--- src/rtl/counter_ext_pkg.sv ---
// Shared types and defaults for the extended-count sampler.
// Provides default count/epoch widths, the snapshot record layout and the
// wrap-decode classification used by the top level.
package counter_ext_pkg;

  localparam int CW_DEF = 8;
  localparam int EW_DEF = 8;

  // Snapshot as stored in the FIFO: epoch in the upper bits, raw count below.
  typedef struct packed {
    logic [EW_DEF-1:0] epoch;
    logic [CW_DEF-1:0] count;
  } snap_t;

  typedef enum logic [1:0] {
    WRAP_NONE = 2'd0,
    WRAP_UP   = 2'd1,
    WRAP_DOWN = 2'd2,
    WRAP_BAD  = 2'd3
  } wrap_e;

  // An overflow pulse is only meaningful when the count has just landed on
  // zero (counting up) or all-ones (counting down); anything else is malformed.
  function automatic wrap_e wrap_decode(input logic ovf, input logic is_zero,
                                        input logic is_ones);
    wrap_e w;
    w = WRAP_NONE;
    if (ovf) begin
      if (is_zero)      w = WRAP_UP;
      else if (is_ones) w = WRAP_DOWN;
      else              w = WRAP_BAD;
    end
    return w;
  endfunction

endpackage

--- src/rtl/snap_fifo.sv ---
// Generic synchronous FIFO, W bits wide, DEPTH entries (power of two).
// Ports: push_i/wdata_i write, pop_i read, rdata_o head (0 when empty),
// full_o/empty_o/level_o status. Caller must not push when full unless popping.
module snap_fifo #(
  parameter int W     = 16,
  parameter int DEPTH = 4
) (
  input  logic                     clk,
  input  logic                     rst,
  input  logic                     push_i,
  input  logic                     pop_i,
  input  logic [W-1:0]             wdata_i,
  output logic [W-1:0]             rdata_o,
  output logic                     full_o,
  output logic                     empty_o,
  output logic [$clog2(DEPTH):0]   level_o
);

  localparam int AW = $clog2(DEPTH);

  logic [W-1:0]  mem_q [DEPTH];
  logic [AW-1:0] wr_ptr_q, rd_ptr_q;
  logic [AW:0]   level_q, level_d;
  logic          do_pop;

  assign empty_o = (level_q == '0);
  assign full_o  = (level_q == (AW+1)'(DEPTH));
  assign do_pop  = pop_i & ~empty_o;
  assign level_o = level_q;
  // Gate the head so a cleared FIFO presents zero rather than stale data.
  assign rdata_o = empty_o ? '0 : mem_q[rd_ptr_q];

  always_comb begin
    level_d = level_q;
    case ({push_i, do_pop})
      2'b10:   level_d = level_q + (AW+1)'(1);
      2'b01:   level_d = level_q - (AW+1)'(1);
      default: level_d = level_q;
    endcase
  end

  always_ff @(posedge clk) begin
    if (rst) begin
      wr_ptr_q <= '0;
      rd_ptr_q <= '0;
      level_q  <= '0;
    end else begin
      if (push_i) wr_ptr_q <= wr_ptr_q + AW'(1);
      if (do_pop) rd_ptr_q <= rd_ptr_q + AW'(1);
      level_q <= level_d;
    end
  end

  // Storage needs no reset: reads are gated by empty_o.
  always_ff @(posedge clk) begin
    if (push_i) mem_q[wr_ptr_q] <= wdata_i;
  end

endmodule

--- src/rtl/counter_extend_sampler.sv ---
// Extends an upstream CW-bit counter with an EW-bit signed epoch and buffers
// on-demand {epoch,count} snapshots in a FIFO drained over valid/ready.
// Ports: count/overflow from the counter, sample_req capture strobe,
// out_* drain port, epoch/fifo_level/drop_cnt/proto_err status.
module counter_extend_sampler
  import counter_ext_pkg::*;
#(
  parameter int CW    = CW_DEF,
  parameter int EW    = EW_DEF,
  parameter int DEPTH = 4
) (
  input  logic                       clk,
  input  logic                       rst,
  input  logic [CW-1:0]              count,
  input  logic                       overflow,
  input  logic                       sample_req,
  output logic                       out_valid,
  input  logic                       out_ready,
  output logic [EW+CW-1:0]           out_data,
  output logic [EW-1:0]              epoch,
  output logic [$clog2(DEPTH):0]     fifo_level,
  output logic [7:0]                 drop_cnt,
  output logic                       proto_err
);

  logic [EW-1:0]    epoch_q, epoch_d;
  logic [7:0]       drop_cnt_q, drop_cnt_d;
  logic             proto_err_q, proto_err_d;
  wrap_e            wrap;
  logic             fifo_full, fifo_empty;
  logic             pop, push, drop;
  logic [EW+CW-1:0] snap;

  assign wrap = wrap_decode(overflow, count == '0, &count);

  always_comb begin
    epoch_d     = epoch_q;
    proto_err_d = proto_err_q;
    case (wrap)
      WRAP_UP:   epoch_d = epoch_q + EW'(1);
      WRAP_DOWN: epoch_d = epoch_q - EW'(1);
      WRAP_BAD:  proto_err_d = 1'b1;
      default:   epoch_d = epoch_q;
    endcase
  end

  // Snapshot uses the post-wrap epoch so a coincident wrap is reflected.
  assign snap = {epoch_d, count};

  // A full FIFO still accepts a push when its head leaves in the same cycle.
  assign pop  = out_valid & out_ready;
  assign push = sample_req & (~fifo_full | pop);
  assign drop = sample_req & ~push;

  always_comb begin
    drop_cnt_d = drop_cnt_q;
    if (drop && drop_cnt_q != 8'hFF) drop_cnt_d = drop_cnt_q + 8'd1;
  end

  always_ff @(posedge clk) begin
    if (rst) begin
      epoch_q     <= '0;
      drop_cnt_q  <= '0;
      proto_err_q <= 1'b0;
    end else begin
      epoch_q     <= epoch_d;
      drop_cnt_q  <= drop_cnt_d;
      proto_err_q <= proto_err_d;
    end
  end

  snap_fifo #(
    .W     (EW + CW),
    .DEPTH (DEPTH)
  ) u_fifo (
    .clk     (clk),
    .rst     (rst),
    .push_i  (push),
    .pop_i   (pop),
    .wdata_i (snap),
    .rdata_o (out_data),
    .full_o  (fifo_full),
    .empty_o (fifo_empty),
    .level_o (fifo_level)
  );

  assign out_valid = ~fifo_empty;
  assign epoch     = epoch_q;
  assign drop_cnt  = drop_cnt_q;
  assign proto_err = proto_err_q;

endmodule
--- config.mk ---
export PLATFORM = sky130hd
export DESIGN_NAME = counter_extend_sampler
export DESIGN_NICKNAME = d
export VERILOG_FILES = /design/src/rtl/counter_ext_pkg.sv /design/src/rtl/snap_fifo.sv /design/src/rtl/counter_extend_sampler.sv
export SDC_FILE = /design/constraint.sdc
export NUM_CORES = 1
export LEC_CHECK = 0
export CORE_MARGIN = 5
export CORE_UTILIZATION = 50
export DETAILED_ROUTE_END_ITERATION = 7
export PLACE_DENSITY = 0.73
export SYNTH_ARGS = -nofsm -noshare
export SYNTH_HDL_FRONTEND = slang
export SYNTH_HIERARCHICAL = 1
export SYNTH_SLANG_ARGS = --single-unit
--- constraint.sdc ---
create_clock -name clk -period 2.6 [get_ports clk]
set_input_delay 0.52 -clock clk [delete_from_list [all_inputs] [get_ports clk]]
set_output_delay 0.52 -clock clk [all_outputs]
set_load 0.01 [all_outputs]
======== Word level (Yosys, flattened, before mapping) ========
Memory sizes are Yosys's and may differ from the RTL's. A register that Yosys moved wholly into a read port is not among the register bits.
Cells that the tools add are included.
storage, ports and cells
  memories ................................ 1
  word-level logic and storage cells ...... 44
  memory bits (writable) .................. 64
  bits in registers ....................... 24
memory list
  name          words  bits a word  read ports  clocked after memory_dff  wr ports  RTL line         text
  u_fifo.mem_q  4      16           1           1                         1         snap_fifo.sv:21  logic [W-1:0] mem_q [DEPTH];
cells by class
  reductions and logical operators ........ 5
  equality and inequality tests ........... 7
  $add $sub $neg .......................... 7
  bitwise operators ....................... 8
  mux-type cells .......................... 10
operators by type and width
  cell                                                                    number
  8-bit by 1-bit adder with 8-bit output (second input constant)          2
  16-bit two-way mux                                                      1
  8-bit case mux with 2 select lines                                      1
  8-bit zero test                                                         1
  2-bit two-way mux                                                       4
  8-bit != test (second input constant)                                   1
  8-bit AND reduction                                                     1
  8-bit by 1-bit subtractor with 8-bit output (second input constant)     1
  2-bit equality test (second input constant)                             3
  3-bit case mux with 2 select lines                                      1
  2-bit by 1-bit adder with 2-bit output (second input constant)          2
  1-bit AND                                                               4
  2-bit by 1-bit equality test with 1-bit output (second input constant)  2
  3-bit by 1-bit adder with 3-bit output (second input constant)          1
  3-bit equality test (second input constant)                             1
  3-bit zero test                                                         1
  1-bit two-way mux                                                       3
  1-bit inverter                                                          3
  3-bit by 1-bit subtractor with 3-bit output (second input constant)     1
  2-bit nonzero test                                                      1
  1-bit logical AND                                                       1
  1-bit OR                                                                1

======== Logic depth before layout (Yosys ltp) ========
Gate-level depths: netlist (run 1).
  depth in word-level cells ............... 8
  depth in mapped cells ................... 12

======== By module ========
The synthesis (run 1) kept the hierarchy.
modules (own cells, without submodules)
  module                  seq. area each (sq um)  cells an instance  area each (sq um)  times used
  snap_fifo               2102.0                  151                2989.1             1
  counter_extend_sampler  340.3                   131                1086.0             1

======== Worst setup path before layout (run 1) ========
Ideal clock, no wire load.
  path kind ............................... register to register
  from .................................... register u_fifo.level_q[1], in the netlist u_fifo/level_o[1]
  to ...................................... register u_fifo.level_q[2], in the netlist u_fifo/level_o[2]
  arrival ................................. 2.744 ns
  setup slack ............................. -0.214 ns
  cell stages (with the launch flop) ...... 12
  path buffers ............................ 1
  cell sequence ........................... dfxtp_1 > nor3_4 > buf_4 > nand2b_1 > a21boi_0 > inv_1 > ha_1 > inv_1 > fa_1 > xor2_1 > or3_1 > a21oi_1
on the way
  word-level cells in the longest chain between the ends .. 7
ends and longest elaborated chain
  element                                                                                       RTL line                      text
  start: declaration                                                                            snap_fifo.sv:23               logic [AW:0] level_q, level_d;
  start signal: assignment                                                                      snap_fifo.sv:50               level_q <= level_d;
  3-bit zero test (*)                                                                           snap_fifo.sv:26               assign empty_o = (level_q == '0);
  net fifo_empty                                                                                counter_extend_sampler.sv:30  logic fifo_full, fifo_empty;
  1-bit inverter (*)                                                                            counter_extend_sampler.sv:87  assign out_valid = ~fifo_empty;
  1-bit AND (*)                                                                                 counter_extend_sampler.sv:51  assign pop = out_valid & out_ready;
  1-bit OR (*)                                                                                  counter_extend_sampler.sv:52  assign push = sample_req & (~fifo_full | pop);
  1-bit AND (*)                                                                                 counter_extend_sampler.sv:52
  net push                                                                                      counter_extend_sampler.sv:31  logic pop, push, drop;
  2-bit by 1-bit equality test with 1-bit output / 2-bit equality test (equally long branches)  snap_fifo.sv:35               case ({push_i, do_pop})
  3-bit case mux with 2 select lines / 2-bit nonzero test (equally long branches)               -
The timed path passes the listed nets; every way through them passes the cells marked *.
A chain may end at the register's enable or synchronous reset.

==> impl_metrics.env, run 1 <==
export IMPL_drv_slew=0
export IMPL_tightest_slew_ns=0.487
export IMPL_wl_per_cell_um=17.0
export IMPL_grt_usage_pct=16.7
export IMPL_core_um2=8090
export IMPL_ys_seq_area_share_pct=59.9
export IMPL_cp_required_ns=2.08
export IMPL_place_gp_congestion=0.800
export IMPL_overflow=0
export IMPL_die_w_um=100
export IMPL_synthAdderAreaFrac_pct=5.28
export IMPL_final_nets=407
export IMPL_synth_compound_area_share_pct=3.96
export IMPL_crit_type="reg -> out"
export IMPL_ant_nets=0
export IMPL_synth_top_family_by_area="simple AND/OR/NAND/NOR gates"
export IMPL_synthDistinctLibCells=43
export IMPL_slowest_stage="mux4_1"
export IMPL_clock_skew_ns=0.00751
export IMPL_synth_edff_count=64
export IMPL_outcome="complete, no violations"
export IMPL_clkTransAtPathRegs_ns=0.09
export IMPL_critPathArrivalTime_ns=2.02
export IMPL_ios=50
export IMPL_synth_xor_area_share_pct=3.01
export IMPL_viasPerCell=5.33
export IMPL_synth_mux_area_share_pct=11.5
export IMPL_grt_start_max_net_pins=20
export IMPL_dp_hpwl_mm=5.34
export IMPL_cts_path_max_buffers=2
export IMPL_leakage_nw=2.00
export IMPL_initial_core_util_pct=50.4
export IMPL_p_sw_mw=1.27
export IMPL_final_layout_size_suffix_gt1_share_pct=29.0
export IMPL_finalWirelength_mm=8.32
export IMPL_syn_num_nets=311
export IMPL_timing_hold_ws_ns=0.423
export IMPL_vias=2602
export IMPL_numCtsBuffers=9
export IMPL_die_area_um2=10100
export IMPL_synthArstFlopShare_pct=0
export IMPL_worstPathMaxFanout=7
export IMPL_dpl_cell_count=458
export IMPL_post_route_drc_count=0
export IMPL_antenna_cells=0
export IMPL_area_growth_pct=29.9
export IMPL_grt_pass1_vias=2556
export IMPL_synthSimpleGateAreaFrac_pct=13.2
export IMPL_cts_tree="done"
export IMPL_internal_power_mw=2.82
export IMPL_ys_warn_count=6
export IMPL_htree_levels=3
export IMPL_drt_pass1_iterations=4
export IMPL_worstPathBufferInverterCount=3
export IMPL_timing_final_crit_share_pct=97.8
export IMPL_fin_cells=488
export IMPL_p_seq_share_pct=43.8
export IMPL_pwr_share_clk_pct=22.0
export IMPL_final_area_um2=5300
export IMPL_cp_start_kind="flip-flop"
export IMPL_yosys_register_bits=90
export IMPL_hp_class="in -> reg"
export IMPL_cpPeakStageDelay_ns=0.56
export IMPL_crit_family="buffers and inverters"
export IMPL_antenna_found_initial=0
export IMPL_fmax_mhz=393
export IMPL_insertion_delay_ns=0.36
export IMPL_nFillCells=596
export IMPL_cts_root_buf="clkbuf_8"
export IMPL_cts_sinks=90
export IMPL_netlist_instances=282
export IMPL_rows=33
export IMPL_avgSynthCellArea_um2=14.5
export IMPL_setup_viol=0
export IMPL_p_comb_share_pct=34.2
export IMPL_numPortBuffers=49
export IMPL_vdd_ir_drop_max_uv=378
export IMPL_power_share_switching_pct=31.1
export IMPL_synth_area_um2=4080
export IMPL_maxSlewHeadroom_pct=67.4
export IMPL_die_y_um=100
export IMPL_initialDrtViolationCount=148
export IMPL_synth_top_flop_cell="edfxtp_1"
export IMPL_placed_cell_area_um2=4910
export IMPL_cts_hold_buffers=0
export IMPL_cap_violations=0
export IMPL_power_density_nw_per_um2=773
export IMPL_hold_viol=0
export IMPL_grt_pass1_wl_mm=12.8
export IMPL_period_minus_slack_ns=2.54
export IMPL_cp_end_kind="output port"
export IMPL_tns_ns=0
export IMPL_final_core_util_pct=65.4
export IMPL_path_cells="clkbuf_16, buf_4, mux4_1, nor2b_1, dlygate4sd2_1"
## cells in the final DEF, fill, tap and decap left out, drive strengths merged, types with 12 or more instances in the layout
| cell type | instances |
|---|---|
| edfxtp | 64 |
| buf | 46 |
| clkdlybuf4s50 | 31 |
| dfxtp | 26 |
| nor2b | 23 |
| nor2 | 22 |
| inv | 21 |
| mux4 | 16 |
| clkbuf | 16 |
| ha | 14 |
| nand2 | 12 |
## state kept, by name, summed over array words and instances (netlist names), named ones only
register	count
proto_err	1
u_fifo/rd_ptr_q	2
u_fifo/level_o	3
u_fifo/wr_ptr_q	2
epoch	8
drop_cnt	8
u_fifo/mem_q	64
## power groups by stage
stage / Clock [mW] / Combinational [mW] / Sequential [mW]
2_1_floorplan: 0 / 0.823 / 1.81
3_3_place_gp: 0 / 1.35 / 1.81
3_5_place_dp: 0 / 1.37 / 1.82
4_1_cts: 0.915 / 1.35 / 1.78
5_1_grt: 0.978 / 1.52 / 1.81
6_report: 0.899 / 1.40 / 1.79
## layout make-up
class	count	area [um2]	area share (%)
clock inverter	7	60.1	1.13
clock buffer	9	124	2.34
tap	105	131	2.48
timing repair buffer	94	813	15.4
sequential	90	2450	46.2
multi-input combinational	166	1660	31.3
inverter	17	63.8	1.21
## synth_stat cells (3+ instances only)
cell,count,area [um2]
nand4_1,4,25.0
o21ai_0,3,15.0
mux4_2,10,225
and3_1,3,18.8
nor2b_1,13,81.3
xor2_1,7,61.3
dfxtp_1,26,521
or3_1,3,18.8
nor2b_4,10,138
nor3_1,6,30.0
and2_1,4,25.0
mux4_1,6,158
a31oi_1,3,18.8
nor2_1,22,82.6
mux2i_1,5,50.1
ha_1,14,175
inv_1,17,63.8
nor4_1,3,18.8
edfxtp_1,64,1920
clkbuf_1,3,11.3
nand2_1,12,45.0
xnor2_1,7,61.3
a21oi_1,9,45.0
nand3_1,3,15.0
## path summary, 6_finish.rpt
path,startpoint,end,slack [ns],depth (start not counted)
worst max-delay path,flip-flop,out_data[3],0.06,5
worst max register to register,u_fifo/level_o[0],u_fifo/level_o[2],0.41,11
worst min register to register,proto_err,proto_err,0.48,2
worst min-delay path,count[1],u_fifo/mem_q[3][1],0.42,1
## timing repair
item,CTS,global route
pin swaps,7,7
gates cloned,0,1
hold endpoints to repair,0,0
gates resized for setup,36,23
setup buffers,2,11
setup endpoints to repair,40,23
## routing by layer
metal,track usage (%),vias up,part of all wire (%)
li1,-,1225,-
met1,20.8,1276,43
met2,27.4,89,49
met3,3.61,12,6.1
met4,8.81,0,1.7
met5,0,-,0
## logic make-up after synthesis
family          count (synthesis)
flops                          90
simple gates                   87
buf+inv                        26
compound gates                 25
mux                            24
fa+ha+maj                      16
xor+xnor                       14
## metrics by stage
| step | setup WS (ns) | power (mW) |
|---|---|---|
| 2_1_floorplan | 0.000419 | 2.63 |
| 3_3_place_gp | -0.709 | 3.15 |
| 3_5_place_dp | -0.756 | 3.19 |
| 4_1_cts | 0.000963 | 4.05 |
| 5_1_grt | -0.0303 | 4.31 |
| 6_report | 0.0562 | 4.09 |
No activity file was read; power rests on OpenSTA's default activity.
==> run 2, diff against run 1 <==
- MAX_ROUTING_LAYER: not set -> met4
==> run 2 against run 1 <==
  * Clock-buffer cell count did not move
  * Clock skew is 0.0011 ns higher
  * Total power about the same
  * Wire length about the same
  * First-iteration DRC count shrank 4.1%
  * Hold slack worse by 0.0010 ns
  * Design area did not move
  * Critical path depth is the same
  * Final cell count is the same
  * Sequential cell count unchanged
  * Sequential share of layout area unchanged
  * Highest routed layer unchanged
==> impl_metrics.env, run 2 (synthesis gave the netlist of run 1 again) <==
export IMPL_outcome="complete, no violations"
export IMPL_wl_per_cell_um=17.0
export IMPL_numCtsBuffers=9
export IMPL_cts_tree="done"
export IMPL_timing_rr_end="u_fifo/level_o[2]"
export IMPL_post_route_drc_count=0
export IMPL_antenna_found_initial=0
export IMPL_insertion_delay_ns=0.37
export IMPL_period_minus_slack_ns=2.55
export IMPL_grt_usage_pct=17.3
export IMPL_hp_class="in -> reg"
export IMPL_dp_hpwl_mm=5.34
export IMPL_leakage_nw=2.00
export IMPL_nFillCells=596
export IMPL_cp_start_kind="flip-flop"
export IMPL_fmax_mhz=392
export IMPL_final_nets=407
export IMPL_clkTransAtPathRegs_ns=0.09
export IMPL_ios=50
export IMPL_reg2reg_slack_ns=0.41
export IMPL_place_gp_congestion=0.812
export IMPL_cts_path_max_buffers=2
export IMPL_power_density_nw_per_um2=774
export IMPL_vias=2610
export IMPL_vdd_ir_drop_max_uv=377
export IMPL_final_common_cell="edfxtp_1"
export IMPL_dpl_worst_slack_ns=-0.756
export IMPL_worstPathMaxFanout=7
export IMPL_maxSlewHeadroom_pct=68.3
export IMPL_area_growth_pct=29.9
export IMPL_timing_critical_path_to="out_data[3]"
export IMPL_tightest_slew_ns=0.475
export IMPL_cts_sinks=90
export IMPL_tns_ns=0
export IMPL_final_layout_size_suffix_gt1_share_pct=29.0
export IMPL_critPathArrivalTime_ns=2.03
export IMPL_cap_violations=0
export IMPL_fin_cells=488
export IMPL_overflow=0
export IMPL_cp_end_kind="output port"
export IMPL_drt_pass1_iterations=5
export IMPL_clock_skew_ns=0.00862
export IMPL_drv_slew=0
export IMPL_die_w_um=100
export IMPL_regMostFlops="u_fifo/mem_q"
export IMPL_cts_root_buf="clkbuf_8"
export IMPL_initialDrtViolationCount=142
export IMPL_core_um2=8090
export IMPL_grt_pass1_vias=2559
export IMPL_viasPerCell=5.35
export IMPL_numPortBuffers=49
export IMPL_rows=33
export IMPL_initial_core_util_pct=50.4
export IMPL_grt_pass1_wl_mm=12.8
export IMPL_final_cell_mix="edfxtp_1 (64), buf_4 (43), clkdlybuf4s50_1 (31)"
export IMPL_largest_reg_flops=64
export IMPL_ff2ff_path_depth=11
export IMPL_die_y_um=100
export IMPL_dpl_cell_count=458
export IMPL_cp_required_ns=2.08
export IMPL_grt_start_max_net_pins=20
export IMPL_antenna_cells=0
export IMPL_timing_final_crit_share_pct=98.1
export IMPL_crit_type="reg -> out"
export IMPL_ant_nets=0
export IMPL_htree_levels=3
export IMPL_die_area_um2=10100
export IMPL_finalWirelength_mm=8.31
export IMPL_hold_viol=0
export IMPL_setup_viol=0
export IMPL_r2r_start="u_fifo/level_o[0]"
export IMPL_setup_slack_ns=0.0495
[run 2: cell counts in the layout (fill, tap and decap cells not counted)]
Identical to the previous run, type by type.
[run 2: metrics by stage]
step	hold WS, ns	power (mW)	cell area, um2	util [%]
6_report	0.422	4.10	5300	65.4
2_1_floorplan	0.459	2.63	4120	-
3_5_place_dp	0.472	3.19	4910	60.7
5_1_grt	0.419	4.31	5300	65.4
4_1_cts	0.497	4.05	5170	63.9
3_3_place_gp	0.463	3.15	4910	60.7
[run 2: critical path, stage by stage, from the launching register on]
cell           delay, ns
dfxtp_4             0.40
clkbuf_16           0.16
buf_4               0.11
mux4_1              0.56
nor2b_1             0.15
dlygate4sd2_1       0.29
[run 2: worst min-delay path by stage]
stage | start | to | slack [ns] | cells after the start
2_1_floorplan | u_fifo/rd_ptr_q[1] | flip-flop | 0.46 | 2
3_3_place_gp | proto_err | proto_err | 0.46 | 2
3_5_place_dp | proto_err | proto_err | 0.47 | 2
4_1_cts | proto_err | proto_err | 0.50 | 2
5_1_grt | count[1] | u_fifo/mem_q[2][1] | 0.42 | 1
6_report | count[1] | u_fifo/mem_q[3][1] | 0.42 | 1
[run 2: layout make-up]
cell class	instances	area [um2]	share of cell area, %
Tap cell	105	131	2.48
Sequential cell	90	2450	46.2
Clock buffer	9	124	2.34
Timing Repair Buffer	94	813	15.4
Inverter	17	63.8	1.21
Multi-Input combinational cell	166	1660	31.3
Clock inverter	7	60.1	1.13
[run 2: power by group]
group | switching [mW] | internal (mW)
Sequential | 0.0909 | 1.70
Combinational | 0.651 | 0.749
Clock | 0.536 | 0.366
Total | 1.28 | 2.82
[run 2: repair_timing]
action / 4_1_cts / 5_1_grt
resized for setup: 36 / 23
hold buffers: 0 / 0
setup endpoints to repair: 40 / 23
buffers inserted: 2 / 11
gates cloned: 0 / 1
pin swaps: 7 / 7
[run 2: layer usage]
metal	routed length [um]	track usage, %
met3	506	3.47
met5	0	-
met1	3520	20.9
met4	191	8.81
met2	4100	27.5
==> run 3, diff against run 2 <==
- CAP_MARGIN: not set -> 40
==> results of run 3 <==
The final DEF is identical to that of run 2; final timing and power are the same.
